## config.mk

```make
export PLATFORM = sky130hd
export DESIGN_NAME = uart_peripheral
export DESIGN_NICKNAME = d
export VERILOG_FILES = /design/src/rtl/uart_pkg.sv /design/src/rtl/uart_rx_fifo.sv /design/src/rtl/uart_peripheral.sv
export SDC_FILE = /design/constraint.sdc
export NUM_CORES = 1
export LEC_CHECK = 0
export BUFFER_PORTS_ARGS = -buffer_cell sky130_fd_sc_hd__buf_2
export CORE_UTILIZATION = 45
export DETAILED_ROUTE_END_ITERATION = 6
export HOLD_SLACK_MARGIN = 0.08
export SYNTH_ARGS = -nofsm -noshare
export SYNTH_HDL_FRONTEND = slang
export SYNTH_SLANG_ARGS = --single-unit
export TNS_END_PERCENT = 10
```

## constraint.sdc

```tcl
create_clock -name clk -period 3.65 [get_ports clk]
set_clock_uncertainty 0.2 [all_clocks]
set_input_delay 0.1825 -clock clk [delete_from_list [all_inputs] [get_ports clk]]
set_output_delay 0.1825 -clock clk [all_outputs]
set_load 0.1 [all_outputs]
```

## src/rtl/uart_pkg.sv

```systemverilog
// Shared constants for the UART peripheral: 8N1 bit count and the TX/RX FSM encodings.
package uart_pkg;

  localparam int UART_DATA_BITS = 8;

  localparam logic [1:0] UART_TX_IDLE  = 2'd0;
  localparam logic [1:0] UART_TX_START = 2'd1;
  localparam logic [1:0] UART_TX_DATA  = 2'd2;
  localparam logic [1:0] UART_TX_STOP  = 2'd3;

  localparam logic [1:0] UART_RX_IDLE  = 2'd0;
  localparam logic [1:0] UART_RX_START = 2'd1;
  localparam logic [1:0] UART_RX_DATA  = 2'd2;
  localparam logic [1:0] UART_RX_STOP  = 2'd3;

endpackage

```

## src/rtl/uart_rx_fifo.sv

```systemverilog
// Show-ahead receive FIFO. A push into a full FIFO is accepted only if the head
// is popped in the same cycle; otherwise the byte is dropped and 'drop' pulses.
module uart_rx_fifo
  import uart_pkg::*;
#(
  parameter int DEPTH = 4
) (
  input  logic       clk,
  input  logic       rst,
  input  logic       push,
  input  logic [7:0] push_data,
  input  logic       pop_req,
  output logic [7:0] head_data,
  output logic       not_empty,
  output logic       drop
);

  localparam int AW = $clog2(DEPTH);
  localparam int CNTW = AW + 1;
  localparam logic [CNTW-1:0] FULL_CNT = CNTW'(DEPTH);

  logic [7:0]      mem [DEPTH];
  logic [AW-1:0]   wr_ptr;
  logic [AW-1:0]   rd_ptr;
  logic [CNTW-1:0] count;
  logic            full;
  logic            pop;
  logic            push_ok;

  assign full      = (count == FULL_CNT);
  assign not_empty = (count != '0);
  assign pop       = pop_req && not_empty;
  assign push_ok   = push && (!full || pop);
  assign drop      = push && full && !pop;
  // Gated so the head reads zero whenever the FIFO is empty, including reset.
  assign head_data = not_empty ? mem[rd_ptr] : 8'h00;

  always_ff @(posedge clk) begin
    if (push_ok) begin
      mem[wr_ptr] <= push_data;
    end
  end

  always_ff @(posedge clk or posedge rst) begin
    if (rst) begin
      wr_ptr <= '0;
      rd_ptr <= '0;
      count  <= '0;
    end else begin
      if (push_ok) begin
        wr_ptr <= wr_ptr + 1'b1;
      end
      if (pop) begin
        rd_ptr <= rd_ptr + 1'b1;
      end
      if (push_ok && !pop) begin
        count <= count + 1'b1;
      end else if (pop && !push_ok) begin
        count <= count - 1'b1;
      end
    end
  end

endmodule

```

## src/rtl/uart_peripheral.sv

```systemverilog
// 8N1 UART with independent TX and RX state machines, each with its own baud
// counter, and a show-ahead receive FIFO. FSM states are exported for observation.
module uart_peripheral
  import uart_pkg::*;
#(
  parameter int CLKS_PER_BIT  = 868,
  parameter int RX_FIFO_DEPTH = 4
) (
  input  logic       clk,
  input  logic       rst,
  input  logic [7:0] tx_data,
  input  logic       tx_we,
  output logic       tx_busy,
  output logic [7:0] rx_data,
  output logic       rx_valid,
  input  logic       rx_re,
  output logic       rx_overrun,
  output logic       rx_frame_err,
  output logic       uart_txd,
  input  logic       uart_rxd,
  output logic [1:0] tx_state,
  output logic [1:0] rx_state
);

  localparam int CW = $clog2(CLKS_PER_BIT);
  localparam logic [CW-1:0] BIT_LAST  = CW'(CLKS_PER_BIT - 1);
  localparam logic [CW-1:0] HALF_LAST = CW'(CLKS_PER_BIT / 2 - 1);
  localparam logic [2:0]    IDX_LAST  = 3'(UART_DATA_BITS - 1);

  // ---------------- transmitter ----------------
  logic [CW-1:0] tx_cnt;
  logic [2:0]    tx_idx;
  logic [7:0]    tx_byte;

  assign tx_busy = (tx_state != UART_TX_IDLE);

  always_ff @(posedge clk or posedge rst) begin
    if (rst) begin
      tx_state <= UART_TX_IDLE;
      tx_cnt   <= '0;
      tx_idx   <= '0;
      tx_byte  <= '0;
      uart_txd <= 1'b1;
    end else begin
      case (tx_state)
        UART_TX_IDLE: begin
          uart_txd <= 1'b1;
          if (tx_we) begin
            tx_byte  <= tx_data;
            tx_cnt   <= '0;
            tx_idx   <= '0;
            uart_txd <= 1'b0;
            tx_state <= UART_TX_START;
          end
        end
        UART_TX_START: begin
          if (tx_cnt == BIT_LAST) begin
            tx_cnt   <= '0;
            uart_txd <= tx_byte[0];
            tx_state <= UART_TX_DATA;
          end else begin
            tx_cnt <= tx_cnt + 1'b1;
          end
        end
        UART_TX_DATA: begin
          if (tx_cnt == BIT_LAST) begin
            tx_cnt <= '0;
            if (tx_idx == IDX_LAST) begin
              uart_txd <= 1'b1;
              tx_state <= UART_TX_STOP;
            end else begin
              tx_idx   <= tx_idx + 3'd1;
              uart_txd <= tx_byte[tx_idx + 3'd1];
            end
          end else begin
            tx_cnt <= tx_cnt + 1'b1;
          end
        end
        default: begin
          if (tx_cnt == BIT_LAST) begin
            tx_cnt   <= '0;
            tx_state <= UART_TX_IDLE;
          end else begin
            tx_cnt <= tx_cnt + 1'b1;
          end
        end
      endcase
    end
  end

  // ---------------- receiver ----------------
  // Synchronizer and edge-detect flops preset to the idle level so reset never fakes a start.
  logic [1:0]    rxd_sync;
  logic          rxd_s;
  logic          rxd_prev;
  logic [CW-1:0] rx_cnt;
  logic [2:0]    rx_idx;
  logic [7:0]    rx_shift;
  logic          rx_push;
  logic          fifo_drop;

  assign rxd_s   = rxd_sync[1];
  assign rx_push = (rx_state == UART_RX_STOP) && (rx_cnt == BIT_LAST) && rxd_s;

  always_ff @(posedge clk or posedge rst) begin
    if (rst) begin
      rxd_sync <= 2'b11;
      rxd_prev <= 1'b1;
    end else begin
      rxd_sync <= {rxd_sync[0], uart_rxd};
      rxd_prev <= rxd_s;
    end
  end

  always_ff @(posedge clk or posedge rst) begin
    if (rst) begin
      rx_state     <= UART_RX_IDLE;
      rx_cnt       <= '0;
      rx_idx       <= '0;
      rx_shift     <= '0;
      rx_frame_err <= 1'b0;
      rx_overrun   <= 1'b0;
    end else begin
      if (fifo_drop) begin
        rx_overrun <= 1'b1;
      end
      case (rx_state)
        UART_RX_IDLE: begin
          if (rxd_prev && !rxd_s) begin
            rx_cnt   <= '0;
            rx_state <= UART_RX_START;
          end
        end
        UART_RX_START: begin
          if (rx_cnt == HALF_LAST) begin
            rx_cnt <= '0;
            rx_idx <= '0;
            rx_state <= rxd_s ? UART_RX_IDLE : UART_RX_DATA;
          end else begin
            rx_cnt <= rx_cnt + 1'b1;
          end
        end
        UART_RX_DATA: begin
          if (rx_cnt == BIT_LAST) begin
            rx_cnt   <= '0;
            rx_shift <= {rxd_s, rx_shift[7:1]};
            if (rx_idx == IDX_LAST) begin
              rx_state <= UART_RX_STOP;
            end else begin
              rx_idx <= rx_idx + 3'd1;
            end
          end else begin
            rx_cnt <= rx_cnt + 1'b1;
          end
        end
        default: begin
          if (rx_cnt == BIT_LAST) begin
            rx_cnt   <= '0;
            rx_state <= UART_RX_IDLE;
            if (!rxd_s) begin
              rx_frame_err <= 1'b1;
            end
          end else begin
            rx_cnt <= rx_cnt + 1'b1;
          end
        end
      endcase
    end
  end

  uart_rx_fifo #(
    .DEPTH(RX_FIFO_DEPTH)
  ) u_rx_fifo (
    .clk      (clk),
    .rst      (rst),
    .push     (rx_push),
    .push_data(rx_shift),
    .pop_req  (rx_re),
    .head_data(rx_data),
    .not_empty(rx_valid),
    .drop     (fifo_drop)
  );

endmodule
```

# Word-level counts from Yosys, hierarchy flattened
# Memories as Yosys holds them, arrays and structs flattened.
# Cells that the tools add are included.
dict set report totals {
  regBits 59
  ramBits 32
  inputBits 13
  output_inout_bits 17
  wordCells 122
  n_memories 1
}
# name words word_bits read_ports rd_ports_with_merged_regs write_ports line_no
set mem_list {}
lappend mem_list {u_rx_fifo.mem 4 8 1 0 1 uart_rx_fifo.sv:22} ;# logic [7:0] mem [DEPTH];
dict set report op_classes {
  n_addsub 8
  order_cmp 1
  n_eq_ne 21
  n_mux 40
  bitwise 2
  reduce_logical 33
}
# cell n
set ops {}
lappend ops {{2-to-1 mux 10 bit} 6}
lappend ops {{2-to-1 mux 3 bit} 8}
lappend ops {{2-to-1 mux 2 bit} 11}
lappend ops {{adder 10 x 1 -> 10 bit (second input constant)} 2}
lappend ops {{== test 10 bit (second input constant)} 2}
lappend ops {{inequality test 2 bit (second input constant)} 10}
lappend ops {{one-hot mux 10 bit (2 select lines)} 1}
lappend ops {{one-hot mux 2 bit (3 select lines)} 2}
lappend ops {{one-hot mux 3 bit (2 select lines)} 2}
lappend ops {{== test 10 x 9 -> 1 bit (second input constant)} 1}
lappend ops {{AND reduction 5 bit} 2}
lappend ops {{nonzero test 2 bit} 5}
lappend ops {{adder 3 x 1 -> 3 bit (second input constant)} 3}
lappend ops {{== test 3 bit (second input constant)} 3}
lappend ops {{logical AND 1 bit} 9}
lappend ops {{nonzero test 3 bit} 3}
lappend ops {{2-to-1 mux 8 bit} 1}
lappend ops {{AND reduction 4 bit} 2}
lappend ops {{2-to-1 mux 1 bit} 7}
lappend ops {{== test 2 bit (second input constant)} 3}
lappend ops {{AND reduction 3 bit} 2}
lappend ops {{adder 2 x 1 -> 2 bit (second input constant)} 2}
lappend ops {{== test 2 x 1 -> 1 bit (second input constant)} 2}
lappend ops {{logical NOT 1 bit} 4}
lappend ops {{9 further kinds} 12}

# Depth between registers and ports, before layout
dict set report logic_depth {
  depth_word 8
  depth_mapped 10
  depth_no_buf 9
}

# Cells and area by module
# A second synthesis with hierarchy kept.
dict set report hier_totals {
  cells_unflattened 331
  hier_area_um2 4336.7
}
# mod n_inst cells_per_inst area_each_um2 seq_area_each_um2
set by_module_without_submodules {}
lappend by_module_without_submodules {uart_peripheral 1 243 2683.8 1306.3}
lappend by_module_without_submodules {uart_rx_fifo 1 88 1652.8 1136.1}

# Worst setup path before layout
# OpenSTA, ideal clock, no wires.
dict set report synth_timing {
  kind {reg-to-reg}
  startpoint {register rx_state[0]}
  endpoint {register u_rx_fifo.count[2]}
  setup_time_ns 0.079
  t_arrival_ns 2.863
  slack_ns 0.508
  stages_incl_launch_ff 11
  period_less_slack_ns 3.142
  path_cell_list {dfrtp_1 clkbuf_1 nand3_1 nand2b_1 nor4_4 ha_1 inv_1 fa_1 xor2_1 nor2_1 xor2_1}
}
dict set report synth_between {
  elab_chain_len 7
  elab_cells_between_ends 9
}
# element line_no
set synth_lines {}
lappend synth_lines {{start: declaration} uart_peripheral.sv:22} ;# output logic [1:0] rx_state
lappend synth_lines {{start signal: assignment} uart_peripheral.sv:138} ;# rx_state <= rxd_s ? UART_RX_IDLE : UART_RX_DATA;
lappend synth_lines {{== test 2 bit (*)} uart_peripheral.sv:103} ;# assign rx_push = (rx_state == UART_RX_STOP) && (rx_cnt == BIT_LAST) && rxd_s;
lappend synth_lines {{logical AND 1 bit (*) (2 in series)} uart_peripheral.sv:103}
lappend synth_lines {{logical AND 1 bit (*)} uart_rx_fifo.sv:33} ;# assign push_ok = push && (!full || pop);
lappend synth_lines {{net u_rx_fifo.push_ok} uart_rx_fifo.sv:28} ;# logic push_ok;
lappend synth_lines {{logical NOT 1 bit} uart_rx_fifo.sv:58} ;# end else if (pop && !push_ok) begin
lappend synth_lines {{logical AND 1 bit} uart_rx_fifo.sv:58}
lappend synth_lines {{nonzero test 2 bit (no line)} --}
lappend synth_lines {{end signal: assignment} uart_rx_fifo.sv:57} ;# count <= count + 1'b1;
lappend synth_lines {{end signal: assignment} uart_rx_fifo.sv:59} ;# count <= count - 1'b1;
lappend synth_lines {{end: declaration} uart_rx_fifo.sv:25} ;# logic [CNTW-1:0] count;
# The timed path passes the listed nets; every way through them passes the cells marked *.
# A chain may end at the register's enable or synchronous reset.

# Worst setup path in the final report
dict set report layout_timing {
  startpoint {register rx_cnt[2]}
  endpoint {register u_rx_fifo.count[2]}
}
dict set report layout_between {
  elab_chain_len 7
  elab_cells_between_ends 9
}
# element line_no
set layout_lines {}
lappend layout_lines {{start: declaration} uart_peripheral.sv:96} ;# logic [CW-1:0] rx_cnt;
lappend layout_lines {{start signal: assignment} uart_peripheral.sv:140} ;# rx_cnt <= rx_cnt + 1'b1;
lappend layout_lines {{start signal: assignment} uart_peripheral.sv:153} ;# rx_cnt <= rx_cnt + 1'b1;
lappend layout_lines {{start signal: assignment} uart_peripheral.sv:164} ;# rx_cnt <= rx_cnt + 1'b1;
lappend layout_lines {{== test 10 bit (*)} uart_peripheral.sv:103}
lappend layout_lines {{logical AND 1 bit (*) (2 in series)} uart_peripheral.sv:103}
lappend layout_lines {{logical AND 1 bit (*)} uart_rx_fifo.sv:33}
lappend layout_lines {{net u_rx_fifo.push_ok} uart_rx_fifo.sv:28}
lappend layout_lines {{logical NOT 1 bit} uart_rx_fifo.sv:58}
lappend layout_lines {{logical AND 1 bit} uart_rx_fifo.sv:58}
lappend layout_lines {{nonzero test 2 bit (no line)} --}
# Marked as above.

==> flow_summary.yaml <==
layout:
  nets: 411
  nFillCells: 802
  fin_util: 0.532
  area_delta_synth_final_pct: 13.3
  drive_above_1_share: 0.202
  diodes: 0
critical_path:
  worstPathCellList: "or3b_1, nor4_4, ha_1, inv_1, fa_1, xor2_1, nor2_1, xor2_1"
  cp_common_cell: "xor2_1"
  slowest_stage: "or3b_1"
  crit_end: "u_rx_fifo.count[2]$_DFFE_PP0P_"
  rr_endpoint: "u_rx_fifo.count[2]$_DFFE_PP0P_"
  worstPathMaxFanout: 7
  cp.arrival_ns: 2.96
  critPathRequiredTime_ns: 3.74
  worst_setup_path_start_kind: "flop"
  worstSetupEndpointType: "flop"
  reg2reg_depth: 8
  worst-path-buf-inv: 1
  critPathTopFamily: "simple AND/OR/NAND/NOR gates"
  regToRegSetupSlack_ns: 0.78
  critPathLaunch: "rx_cnt[2]$_DFFE_PP0P_"
  timing.rr.start: "rx_cnt[2]$_DFFE_PP0P_"
  path_class: "flop to flop"
  path_depth: 8
  slowest_delay_ns: 0.53
logic_synthesis:
  synth_top_area_cell: "dfrtp_1"
  synth-simple-area-share: 0.131
  avgSynthCellArea_um2: 12.8
  synth_edf_count: 32
  synth_top_area_frac: 0.314
  yosysUniqueCellTypes: 60
  synth_xor_xnor_area_share: 0.0180
  synthFlopType: "dfrtp_1"
  synth_area_leaders: "dfrtp_1 (31%), edfxtp_1 (22%), mux4_2 (5.1%)"
  synth_fp_nets: 371
  synthMuxAreaShare: 0.119
  synth.top_cells.by_count: "dfrtp_1 (55), edfxtp_1 (32), nand2_1 (24)"
  synth_adder_area_share: 0.0503
  ys_async_sr_fraction: 0.648
  syn_inst: 341
  yosysSeqAreaShare: 0.558
  yosysMostFrequentCell: "dfrtp_1"
  yosys_warnings: 0
  synth-seq-cells: 91
  synth_top_family_by_area: "simple AND/OR/NAND/NOR gates"
  synth-compound-area-share: 0.101
  syn_area_um2: 4380
clocking:
  cts_resized: 0
  clk_path_buf_depth: 2
  clockRootBuffer: "clkbuf_8"
  cts.htree.levels: 3
  clock_sinks: 91
  postCtsHoldBufs: 12
  clkLatencyLatePin_ns: 0.36
  cts_setup_buffers: 0
  numCtsBuffers: 9
  clk_pin_slew_ns: 0.10
  tritoncts: "yes"
sta:
  tightest_slew_ns: 0.903
  clock.fmax_mhz: 348
  setup-violations-final: 0
  hold_violations: 0
  timing.final.ws_setup_ns: 0.777
  rsz0062_at_grt: "false"
  period_minus_slack_ns: 2.87
  period_share: 0.787
  fin_tns_setup_ns: 0
  slew_headroom: 0.395
  drv_slew: 0
power:
  peakVddDrop_mv: 0.178
  power.density_nw_per_um2: 466
  p_leak_nw: 2.16
detailed_routing:
  first_pass_iters: 6
  vias_per_cell: 5.34
  wl_mm: 7.70
  drtIter0Drc: 136
  final_antenna_net_count: 0
  vias: 2751
  drc_errors: 0
  wl_per_cell_um: 15.0
floorplan:
  start_util: 0.469
  die-area_um2: 10100
  io_pins: 30
  rows: 35
  core_um2: 9330
  die_w_um: 101
  die_h_um: 101
placed_design:
  port_buffers: 29
  place_ws_ns: 0.805
  dp_hpwl_mm: 5.26
  gp_congestion: 0.821
grt:
  grt_pass1_wl_mm: 13.2
  track_usage: 0.171
  antenna_found_initial: 0
  grt_pass1_vias: 2702
  overflow: 0
  grt_max_degree: 42
min_path:
  hp-class: "flop to flop"
run_status:
  outcome: "finished clean"
job:
  cap_violations: 0
[routing by layer]
layer,global-route usage,routed length (um),vias to the layer above
li1,-,-,1358
met1,0.236,3770,1325
met2,0.270,3540,61
met3,0.0416,311,7
met4,0.0468,81,0
met5,0,0,-
[cell families (layout without fill, tap and decap cells)]
| logic type | Yosys count | in the layout |
|---|---|---|
| flops | 91 | 91 |
| mux | 37 | 37 |
| compound gates | 62 | 62 |
| xor+xnor | 9 | 9 |
| fa+ha+maj | 17 | 17 |
| simple gates | 100 | 100 |
| buf+inv | 25 | 70 |
[power breakdown]
| part | leakage, nW | internal (mW) | switching [mW] | total, mW |
|---|---|---|---|---|
| Sequential | 1.12 | 1.12 | 0.146 | 1.27 |
| Combinational | 0.930 | 0.164 | 0.205 | 0.368 |
| Clock | 0.103 | 0.274 | 0.399 | 0.673 |
| Total | 2.16 | 1.56 | 0.750 | 2.31 |
[cell type report]
type	count	area, um2	area share
clock buffers	9	124	0.0250
repair buffers	42	273	0.0550
clock inverters	7	76.3	0.0154
well taps	129	161	0.0325
flip-flops and latches	91	2440	0.492
inverters	12	45.0	0.00908
multi-input cells	225	1840	0.371
[registers in the layout, indices dropped and copies added, names as in the netlist]
signal and cells:
tx_byte 8, tx_idx 3, rx_cnt 10, tx_cnt 10, rxd_prev 1, rx_state 2
u_rx_fifo.mem 32, rx_frame_err 1, rx_idx 3, uart_txd 1, u_rx_fifo.count 3, rx_overrun 1
rx_shift 8, u_rx_fifo.wr_ptr 2, u_rx_fifo.rd_ptr 2, tx_state 2, rxd_sync 2
[worst reg2reg max path: cells and delay by family, from the launching register on]
| kind | cells | cell delay [ns] |
|---|---|---|
| xor gates and xnor gates | 2 | 0.30 |
| DFF | 1 | 0.45 |
| adders and majority gates | 2 | 0.62 |
| buffers and inverters | 1 | 0.06 |
| and+or+nand+nor | 3 | 1.17 |
[metrics by stage]
stage	hold WS, ns	power, mW	cell area [um2]	std cells
2_1_floorplan	-0.0130	1.57	4380	341
3_3_place_gp	0.0891	1.64	4640	487
3_5_place_dp	0.0933	1.66	4640	487
4_1_cts	0.162	2.35	4960	515
5_1_grt	0.165	2.43	4960	515
6_report	0.162	2.31	4960	515
[layout by cell type (no fill, tap or decap), types with 5 or more instances in the layout]
| cell type | n |
|---|---|
| o21ai_0 | 7 |
| mux4_2 | 10 |
| a21oi_1 | 10 |
| nor2_1 | 9 |
| mux2_1 | 10 |
| nand3_1 | 10 |
| dlygate4sd3_1 | 12 |
| dfrtp_1 | 55 |
| nand2b_1 | 6 |
| clkbuf_8 | 9 |
| and2_1 | 15 |
| ha_1 | 16 |
| nor2b_1 | 7 |
| inv_1 | 11 |
| mux2_2 | 12 |
| nand2_1 | 24 |
| mux2i_1 | 5 |
| edfxtp_1 | 32 |
| buf_2 | 29 |
| and3_1 | 5 |
| a31oi_1 | 6 |
| xnor2_1 | 7 |
[worst min-delay path by stage]
stage / slack (ns) / end / cells past startpoint / start
after floorplan: -0.01 / rxd_sync[0]$_DFF_PP1_ / 0 / uart_rxd
after global placement: 0.09 / rxd_sync[0]$_DFF_PP1_ / 1 / uart_rxd
after detailed placement: 0.09 / rxd_sync[0]$_DFF_PP1_ / 1 / uart_rxd
after CTS: 0.16 / rxd_sync[1]$_DFF_PP1_ / 0 / rxd_sync[0]$_DFF_PP1_
after global routing: 0.16 / rxd_sync[1]$_DFF_PP1_ / 0 / rxd_sync[0]$_DFF_PP1_
final: 0.16 / rxd_sync[1]$_DFF_PP1_ / 0 / rxd_sync[0]$_DFF_PP1_
(Power assumes the default switching activity.)
